$ cat config.mk
export PLATFORM = sky130hd
export DESIGN_NAME = fetch_sequencer
export DESIGN_NICKNAME = d
export VERILOG_FILES = /design/src/rtl/fetch_pkg.sv /design/src/rtl/fetch_perf_counters.sv /design/src/rtl/fetch_sequencer.sv
export SDC_FILE = /design/constraint.sdc
export NUM_CORES = 1
export LEC_CHECK = 0
export CAP_MARGIN = 30
export CORE_UTILIZATION = 31
export CTS_CLUSTER_DIAMETER = 60
export DETAILED_ROUTE_END_ITERATION = 10
export PLACE_DENSITY = 0.88
export SYNTH_ARGS = -nofsm -noshare
export SYNTH_HDL_FRONTEND = slang
export SYNTH_SLANG_ARGS = --single-unit
export TNS_END_PERCENT = 30
$ cat constraint.sdc
create_clock -name clk -period 2.15 [get_ports clk]
set_clock_uncertainty 0.1 [all_clocks]
set_input_delay 0.43 -clock clk [delete_from_list [all_inputs] [get_ports clk]]
set_output_delay 0.43 -clock clk [all_outputs]
set_load 0.005 [all_outputs]
$ cat src/rtl/fetch_pkg.sv
// Shared types and constants for the fetch sequencer.
package fetch_pkg;

   typedef enum logic [1:0] {
      IDLE = 2'd0,
      RUN  = 2'd1,
      HALT = 2'd2,
      DBG  = 2'd3
   } fetch_state_t;

   localparam int unsigned INSTR_BYTES = 4;
   localparam int unsigned PERF_W      = 32;

endpackage

$ cat src/rtl/fetch_perf_counters.sv
// Free-running fetch/stall event counters; wrap at 2^PERF_W, clear on rst.
module fetch_perf_counters
   import fetch_pkg::*;
(
   input  logic              clk,
   input  logic              rst,
   input  logic              fetch_inc,
   input  logic              stall_inc,
   output logic [PERF_W-1:0] perf_fetch_cnt,
   output logic [PERF_W-1:0] perf_stall_cnt
);

   always_ff @(posedge clk) begin
      if (rst) begin
         perf_fetch_cnt <= '0;
         perf_stall_cnt <= '0;
      end else begin
         if (fetch_inc) perf_fetch_cnt <= perf_fetch_cnt + PERF_W'(1);
         if (stall_inc) perf_stall_cnt <= perf_stall_cnt + PERF_W'(1);
      end
   end

endmodule

$ cat src/rtl/fetch_sequencer.sv
// Fetch PC sequencer with halt/resume and a debug loader sharing imem.
// Optional performance counters are built when FETCH_PERF_CNT_EN is defined.
module fetch_sequencer
   import fetch_pkg::*;
#(
   parameter int unsigned     XLEN         = 32,
   parameter logic [XLEN-1:0] RESET_VECTOR = XLEN'(32'h0000_0000)
) (
   input  logic            clk,
   input  logic            rst,
   input  logic            stall,
   input  logic            redirect_valid,
   input  logic [XLEN-1:0] redirect_target,
   input  logic            halt_req,
   input  logic            resume,
   input  logic            dbg_wr_en,
   input  logic [XLEN-1:0] dbg_addr,
   input  logic [XLEN-1:0] dbg_instr,
   output logic [XLEN-1:0] fetch_pc,
   output logic            fetch_valid,
   output logic            imem_wr_en,
   output logic [XLEN-1:0] imem_wr_addr,
   output logic [XLEN-1:0] imem_wr_data,
   output logic            halted,
   output logic            misalign
`ifdef FETCH_PERF_CNT_EN
   ,
   output logic [PERF_W-1:0] perf_fetch_cnt,
   output logic [PERF_W-1:0] perf_stall_cnt
`endif
);

   fetch_state_t    state, state_d;
   fetch_state_t    ret_state, ret_d;
   logic [XLEN-1:0] pc_d;
   logic [XLEN-1:0] redirect_pc;

   assign redirect_pc = {redirect_target[XLEN-1:2], 2'b00};

   // Debug loader drives the imem write port directly; suppressed only in reset.
   assign imem_wr_en   = dbg_wr_en & ~rst;
   assign imem_wr_addr = dbg_addr;
   assign imem_wr_data = dbg_instr;

   always_comb begin
      state_d = state;
      ret_d   = ret_state;
      pc_d    = fetch_pc;
      unique case (state)
         IDLE: begin
            if (dbg_wr_en) begin
               state_d = DBG;
               ret_d   = RUN;
            end else begin
               state_d = RUN;
            end
         end
         RUN: begin
            if (dbg_wr_en) begin
               state_d = DBG;
               ret_d   = RUN;
            end else if (redirect_valid) begin
               pc_d = redirect_pc;
            end else if (halt_req) begin
               state_d = HALT;
            end else if (!stall) begin
               pc_d = fetch_pc + XLEN'(INSTR_BYTES);
            end
         end
         HALT: begin
            if (redirect_valid) pc_d = redirect_pc;
            if (dbg_wr_en) begin
               state_d = DBG;
               ret_d   = HALT;
            end else if (resume && !halt_req) begin
               state_d = RUN;
            end
         end
         DBG: begin
            if (redirect_valid) pc_d = redirect_pc;
            if (!dbg_wr_en) state_d = ret_state;
         end
         default: state_d = IDLE;
      endcase
   end

   always_ff @(posedge clk) begin
      if (rst) begin
         state       <= IDLE;
         ret_state   <= RUN;
         fetch_pc    <= RESET_VECTOR;
         fetch_valid <= 1'b0;
         halted      <= 1'b0;
         misalign    <= 1'b0;
      end else begin
         state       <= state_d;
         ret_state   <= ret_d;
         fetch_pc    <= pc_d;
         fetch_valid <= (state_d == RUN);
         halted      <= (state_d == HALT);
         misalign    <= redirect_valid && (redirect_target[1:0] != 2'b00);
      end
   end

`ifdef FETCH_PERF_CNT_EN
   logic fetch_inc;
   logic stall_inc;
   logic run_exit;

   // A RUN cycle leaving for DBG or HALT is not counted as a fetch.
   assign run_exit  = dbg_wr_en || (halt_req && !redirect_valid);
   assign fetch_inc = (state == RUN) && !stall && !run_exit;
   assign stall_inc = (state == RUN) && stall;

   fetch_perf_counters u_perf (
      .clk            (clk),
      .rst            (rst),
      .fetch_inc      (fetch_inc),
      .stall_inc      (stall_inc),
      .perf_fetch_cnt (perf_fetch_cnt),
      .perf_stall_cnt (perf_stall_cnt)
   );
`endif

endmodule
* Word-level counts from Yosys, hierarchy flattened
Index checks and enable logic that the tools add are counted.
Storage, ports and cells: bits of input ports 103, bits in registers 39, bits in writable memories 0, memories 0, latch bits 0, word-level logic and storage cells 48, memory bits (read-only) 0, output and inout bits 100
Operators by class: eq/ne operators 11, shifts and indexed selects 0, reduce and logical (&&, ||, !) cells 11, bitwise operators 2, divide/modulo/power cells 0, multipliers 0, order comparisons 0, add/subtract/negate cells 1, muxes and demuxes 17
Operators by type and width (count):
- two-way mux 32 bit | 5
- one-hot mux 32 bit (2 select lines) | 1
- adder 32 x 3 -> 32 bit (second input constant) | 1
- two-way mux 2 bit | 9
- one-hot mux 2 bit (4 select lines) | 1
- equality test 2 bit (second input constant) | 3
- inequality test 3 bit (second input constant) | 2
- nonzero test 2 bit | 3
- AND reduction 5 bit | 1
- equality test 2 x 1 -> 1 bit (second input constant) | 2
- inequality test 2 x 1 -> 1 bit (second input constant) | 2
- inequality test 2 bit (second input constant) | 2
- one-hot mux 2 bit (2 select lines) | 1
- OR reduction 2 bit | 2
- AND reduction 3 bit | 1
- logical AND 1 bit | 2
- zero test 2 bit | 1
- AND 1 bit | 1
- zero test 1 bit | 1
- inverter 1 bit | 1

* Logic depth before layout (Yosys ltp)
Gate-level depths: netlist (run 1).
depth after elaboration 6, gate-level depth with buffers 9, gate-level depth less buffers 6

* Least setup slack after synthesis (run 1)
Ideal clock, no wire load.
path kind register to register, start register fetch_pc[9], end register fetch_pc[29], cell stages (with the launch flop) 8, data arrival time 2037 ps, required time 1980 ps, setup slack -58 ps, path through dfxtp_1 > buf_2 > nand4_2 > or4_1 > clkbuf_2 > or4b_1 > a21o_1 > a21oi_1
Between the ends: longest elaborated chain between the ends 6
Ends and longest elaborated chain:
- from (decl) | line fetch_sequencer.sv:19 | output logic [XLEN-1:0] fetch_pc,
- from (signal assigned) | line fetch_sequencer.sv:98 | fetch_pc <= pc_d;
- adder 32 x 3 -> 32 bit | line fetch_sequencer.sv:67 | pc_d = fetch_pc + XLEN'(INSTR_BYTES);
- two-way mux 32 bit | line fetch_sequencer.sv:66 | end else if (!stall) begin
- two-way mux 32 bit | line fetch_sequencer.sv:64 | end else if (halt_req) begin
- two-way mux 32 bit | line fetch_sequencer.sv:62 | end else if (redirect_valid) begin
- two-way mux 32 bit | line fetch_sequencer.sv:59 | if (dbg_wr_en) begin
- one-hot mux 32 bit (2 select lines) | line fetch_sequencer.sv:49 | unique case (state)
No other way between the ends. The select of a mux whose other input is x is not followed. A chain may end at the register's enable or synchronous reset.

* Worst setup path in the final report (run 1)
start register fetch_pc[5], end register fetch_pc[31]
The elaborated chain is that of the path after synthesis.

==> run metrics, run 1 <==
clock buffer depth 2; Simple-Gate Fraction of Synth Area 0.2259; asr flop ratio synth 0; initial antenna violation count 0; layout cells sized above 1 0.1637; gr usage total 0.1694; RSZ-0062 raised after global routing no; post-route ant nets 0; Post-Synthesis Cells 366; grt total ovfl 0; final worst slack 0.05556 ns; vias in the first global route about 2,600; multiplexer share of the synthesized area 0; worst ir drop on vdd 0.0002904 V; total die area around 0.009 mm^2; EDFF count, synth 0; Required @ worst endpoint 2.23 ns; global-route wire length before repair 12,080 um; Primary FF master, synth dfxtp_1; syn avg cell area around 7.3 um^2; routed len/inst 15.42 um; final hold vios 0; insertion delay to the later sink of the worst-skew pair 0.29 ns; initial core utilization 0.3231; status finished clean; via count 2,744; Final Max Slew Viols 0; TNS Setup 0 ns; 1st-pass router iterations 5; number of setup buffers added after CTS 0; combinational family with the most area after synthesis compound AO/OA/AOI/OAI gates; buffers added on ports just over 70; I/O pin count roughly 200; detailed placement HPWL around 5700 um; DP Worst Slack -0.1118 ns; drt via density around 5.5; Rows 33; commonest cells after routing, fill and taps aside clkdlybuf4s50_1, nand2_1, dfxtp_1; Setup Viol. Count Final 0; initial DRC count 219; Final Core Density 0.4107; CTS clk-pin slew, worst paths 0.07 ns; Netlist cell types 53; Post-Layout Inst Area 0.003408 mm^2; FMAX 477.5 MHz; PD cells 515.8 mW/mm^2; critical path peak fanout 5; root buffer cell clkbuf_8; largest net degree at the start of global routing 29; fin crit share 0.9742; Ys Warns 0; commonest non-fill, non-tap cell in the layout clkdlybuf4s50_1; routed wire length ~7600 um; Compound-Gate Fraction of Synth Area 0.2613; Mapped Area 0.002681 mm^2; die width 95 um; ant diodes 0; CTS H-tree depth 2; synth-to-layout area growth 27.11%; CP endpoint kind flop; core area 0.008299 mm^2; Leakage 1.265 nW; CTS tree built; die span in y 95 um; slew margin rel. 0.6469; fin crit period 2.094 ns; Setup CP Type reg -> reg; DRC viols 0; Crit path arrival time 2.17 ns; type of the worst min-delay path reg -> reg; Nets 495; fill count 796; Placer Congestion 0.8682; Critical Path Source Type flop; total CTS buffers 5; max_cap viols 0; placed inst area between 0.003 and 0.004 mm^2; clock sink total 37; Adder-Cell Fraction of Synth Area 0.004666; Slew @ Worst Pin 0.5297 ns; Synth Area in XOR/XNOR 0; register area share after synthesis 0.2762; FF+latch count, synth 37
synthesized netlist by cell type (all sizes together), types with 2 or more instances:
cell type   n  area share
buf        68        0.19
dfxtp      37        0.28
nand2      36       0.050
nor2       31       0.043
a21oi      28       0.052
clkbuf     23       0.033
o21ai      23       0.043
a21o        9       0.025
nand3       8       0.015
nor3        8       0.015
nor4        8       0.021
a211oi      7       0.020
a31oi       7       0.016
inv         7      0.0098
o31ai       7       0.020
nand4       6       0.019
and2        4      0.0093
and3        4      0.0093
o22ai       4      0.0093
or3         4       0.010
a22oi       3      0.0084
a311oi      3      0.0098
nand2b      3      0.0070
o31a        3       0.011
a31o        2      0.0065
a41o        2      0.0079
nor2b       2      0.0047
o32ai       2      0.0065
or4         2      0.0061
final timing paths:
| kind | from | end | slack [ns] | cells after the start |
|---|---|---|---|---|
| worst max-delay path | fetch_pc[5]$_SDFFE_PP0P_ | fetch_pc[31]$_SDFFE_PP0P_ | 0.06 | 5 |
| worst min-delay path | ret_state[1]$_SDFFE_PP0P_ | ret_state[1]$_SDFFE_PP0P_ | 0.38 | 1 |
| worst max register to register | fetch_pc[5]$_SDFFE_PP0P_ | fetch_pc[31]$_SDFFE_PP0P_ | 0.06 | 5 |
| worst min register to register | ret_state[1]$_SDFFE_PP0P_ | ret_state[1]$_SDFFE_PP0P_ | 0.38 | 1 |
kinds of logic (layout without fill, tap and decap cells):
family,count (synthesis),count (layout)
buffers and inverters,98,122
and+or+nand+nor,121,121
DFF,37,37
adders and majority gates,1,1
AOI/OAI and AO/OA,108,108
other,1,2
state kept, by name, summed over array words and instances (netlist names):
register	flops
fetch_pc	30
fetch_valid	1
halted	1
misalign	1
ret_state	2
state	2
per-stage QoR:
step | hold WS, ns | instances | total power, mW
3_5_place_dp | 0.3644 | 489 | 1.275
6_report | 0.3847 | 496 | 1.758
3_3_place_gp | 0.3510 | 489 | 1.261
4_1_cts | 0.3811 | 496 | 1.769
2_1_floorplan | 0.3399 | 367 | 1.100
5_1_grt | 0.3974 | 496 | 1.849
final cells by class:
class                      count  area, um^2  area share
multi-input combinational    232        1361      0.3994
clock buffer                   7       86.33     0.02533
sequential                    37       747.0      0.2192
inverter                       7       26.28    0.007709
tap                          105       131.4     0.03855
timing repair buffer         108        1056      0.3098
routing by layer:
layer / wire length (um) / global-route usage / vias to the layer above / share of wire
met4: 193 / 0.07323 / 0 / 0.025
met2: 3713 / 0.2914 / 145 / 0.49
met5: 0 / 0 / - / 0
met1: 3113 / 0.1982 / 1283 / 0.41
met3: 629 / 0.04187 / 32 / 0.082
li1: - / - / 1284 / -
power breakdown:
| part | leakage [nW] | switching [mW] | internal [mW] | total [mW] |
|---|---|---|---|---|
| registers | 0.306 | 0.0513 | 0.735 | 0.787 |
| clock network | 0.0443 | 0.240 | 0.254 | 0.494 |
| logic | 0.915 | 0.207 | 0.270 | 0.477 |
critical path: stages, from the launching register on:
cell and delay [ns]:
dfxtp_2 0.37, nand4_2 0.12, or4_4 0.59, nor4_1 0.33, o22ai_1 0.13, a221o_1 0.35
timing repair:
action	CTS	global route
gates resized for setup	1	3
hold buffers	0	0
hold endpoints to repair	0	0
setup endpoints to repair	1	4
Note: power is estimated with default switching activity, not from simulation.
==> run 2: changes to the inputs <==
--- a/config.mk
+++ b/config.mk
@@ -6,10 +6,10 @@
 export NUM_CORES = 1
 export LEC_CHECK = 0
 export CAP_MARGIN = 30
-export CORE_UTILIZATION = 31
+export CORE_UTILIZATION = 25
 export CTS_CLUSTER_DIAMETER = 60
 export DETAILED_ROUTE_END_ITERATION = 10
-export PLACE_DENSITY = 0.88
+export PLACE_DENSITY = 0.75
 export SYNTH_ARGS = -nofsm -noshare
 export SYNTH_HDL_FRONTEND = slang
 export SYNTH_SLANG_ARGS = --single-unit
==> run metrics, run 2 (same netlist as run 1, synthesis figures left out) <==
status finished clean (unchanged); routed len/inst 14.49 um (was 15.42 um); Final Max Slew Viols 0 (unchanged); Leakage 1.270 nW (was 1.265 nW); routed wire length 7738 um (was 7649 um); initial antenna violation count 0 (unchanged); root buffer cell clkbuf_8 (unchanged); r2r endpoint fetch_pc[29]$_SDFFE_PP0P_ (was fetch_pc[31]$_SDFFE_PP0P_); most frequent CP cell clkdlybuf4s50_1; CP top delay family buffers and inverters (was simple AND/OR/NAND/NOR gates); critical-path cell list clkdlybuf4s50_1 > nor2_1 > clkdlybuf4s50_1 (was nand4_2 > or4_4 > nor4_1 > o22ai_1 > a221o_1); grt total ovfl 0 (unchanged); total die area 0.01114 mm^2 (was 0.009025 mm^2); placed inst area 0.003354 mm^2 (was 0.003308 mm^2); Final Core Density 0.3325 (was 0.4107); PD cells 507.6 mW/mm^2 (was 515.8 mW/mm^2); FF-to-FF Start fetch_pc[8]$_SDFFE_PP0P_ (was fetch_pc[5]$_SDFFE_PP0P_); Nets 501 (was 495); max_cap viols 0 (unchanged); type of the worst min-delay path reg -> reg (unchanged); initial core utilization 0.2586 (was 0.3231); fin crit period 2.043 ns (was 2.094 ns); CTS H-tree depth 2 (unchanged); DP Worst Slack -0.1314 ns (was -0.1118 ns); clock buffer depth 2 (unchanged); WP buf/inv 2 (was 0); Post-Layout Cell Count 534 (was 496); final worst slack 0.1075 ns (was 0.05556 ns); largest net degree at the start of global routing 39 (was 29); I/O pin count 203 (unchanged); vias in the first global route 2,625 (was 2,581); ant diodes 0 (unchanged); buffers added on ports 72 (unchanged); CTS tree built (unchanged); Rows 37 (was 33); initial DRC count 191 (was 219); Reg2Reg Depth 5 (unchanged); worst hold endpoint ret_state[1]$_SDFFE_PP0P_ (unchanged); synth-to-layout area growth 28.60% (was 27.11%); critical path peak fanout 3 (was 5); layout cells sized above 1 0.1809 (was 0.1637); Setup CP Type in -> out (was reg -> reg); FMAX 489.6 MHz (was 477.5 MHz); post-route ant nets 0 (unchanged); Required @ worst endpoint 1.62 ns (was 2.23 ns); 1st-pass router iterations 6 (was 5); dpl cells 526 (was 489); commonest cells after routing, fill and taps aside clkdlybuf4s50_1, buf_4, nand2_1 (was clkdlybuf4s50_1, nand2_1, dfxtp_1); detailed placement HPWL 5863 um (was 5733 um); insertion delay to the later sink of the worst-skew pair 0.29 ns (about the same); Worst Hold Slack 0.3922 ns (was 0.3847 ns); fill count 1,116 (was 796); reg-to-reg slack, setup 0.11 ns (was 0.06 ns); Reg with most FFs fetch_pc (unchanged); worst ir drop on vdd 0.0003305 V (was 0.0002904 V); Setup Viol. Count Final 0 (unchanged); final hold vios 0 (unchanged); gr usage total 0.1371 (was 0.1694); DRC viols 0 (unchanged); Hold Startpoint ret_state[1]$_SDFFE_PP0P_ (unchanged); Crit path arrival time 1.51 ns (was 2.17 ns); global-route wire length before repair 12,430 um (was 12,080 um); commonest non-fill, non-tap cell in the layout clkdlybuf4s50_1 (unchanged); core area 0.01037 mm^2 (was 0.008299 mm^2); hold path depth 1 (unchanged); RSZ-0062 raised after global routing no (unchanged); Post-Layout Inst Area 0.003448 mm^2 (was 0.003408 mm^2); die width 105.6 um (was 95 um); critical path's slowest cell clkdlybuf4s50_1 (was or4_4); CTS clk-pin slew, worst paths 0.08 ns (was 0.07 ns); via count 2,697 (was 2,744); CP endpoint kind output port (was flop); Total Power 1.750 mW (was 1.758 mW); Largest regs fetch_pc: 30 flops, ret_state: 2 flops, state: 2 flops (unchanged); drt via density 5.051 (was 5.532); fin crit share 0.9500 (was 0.9742); Critical Path Source Type primary input (was flop); slowest cell delay on critical path 0.51 ns (was 0.59 ns); max reg flops 30 (unchanged); number of setup buffers added after CTS 0 (unchanged); TNS Setup 0 ns (unchanged); clock sink total 37 (unchanged); total CTS buffers 5 (unchanged); die span in y 105.6 um (was 95 um); Placer Congestion 0.8655 (was 0.8682)
run 2: repair_timing:
| action | CTS | global route |
|---|---|---|
| endpoints found under the setup margin | 1 | 1 |
| gates resized for setup | 1 | 4 |
| hold buffers | 0 | 0 |
| endpoints found under the hold margin | 0 | 0 |
run 2: routing by layer:
layer	track usage	part of all wire	vias to the layer above
li1	-	-	1298
met3	0.02412	0.064	12
met5	0	0	-
met4	0.02877	0.0078	0
met2	0.2312	0.48	125
met1	0.1826	0.45	1262
run 2: worst max-delay path by stage:
| stage | cells after the start | startpoint | to |
|---|---|---|---|
| final | 3 | rst | imem_wr_en |
| after global routing | 6 | fetch_pc[8]$_SDFFE_PP0P_ | fetch_pc[29]$_SDFFE_PP0P_ |
| after CTS | 6 | fetch_pc[12]$_SDFFE_PP0P_ | fetch_pc[30]$_SDFFE_PP0P_ |
| after detailed placement | 6 | redirect_valid | fetch_pc[17]$_SDFFE_PP0P_ |
| after global placement | 6 | redirect_valid | fetch_pc[17]$_SDFFE_PP0P_ |
| after floorplan | 7 | fetch_pc[9]$_SDFFE_PP0P_ | fetch_pc[29]$_SDFFE_PP0P_ |
run 2: layout make-up:
| cell class | count | area [um^2] | area share |
|---|---|---|---|
| Multi-Input combinational cell | 232 | 1361 | 0.3948 |
| Timing Repair Buffer | 114 | 1060 | 0.3073 |
| Sequential cell | 37 | 748.2 | 0.2170 |
| Tap cell | 136 | 170.2 | 0.04935 |
| Clock buffer | 6 | 72.57 | 0.02104 |
| Inverter | 7 | 26.28 | 0.007620 |
| Clock inverter | 2 | 10.01 | 0.002903 |
run 2: power by group:
group	leakage, nW	internal (mW)	switching [mW]
Clock	0.0450	0.225	0.256
Sequential	0.306	0.735	0.0472
Combinational	0.919	0.273	0.213
==> run 3: changes to the inputs <==
--- a/config.mk
+++ b/config.mk
@@ -6,10 +6,10 @@
 export NUM_CORES = 1
 export LEC_CHECK = 0
 export CAP_MARGIN = 30
-export CORE_UTILIZATION = 25
+export CORE_UTILIZATION = 31
 export CTS_CLUSTER_DIAMETER = 60
 export DETAILED_ROUTE_END_ITERATION = 10
-export PLACE_DENSITY = 0.75
+export PLACE_DENSITY = 0.88
 export SYNTH_ARGS = -nofsm -noshare
 export SYNTH_HDL_FRONTEND = slang
 export SYNTH_SLANG_ARGS = --single-unit
==> results of run 3 <==
Same layout as run 1: the final DEF is identical, and so are final timing and power.
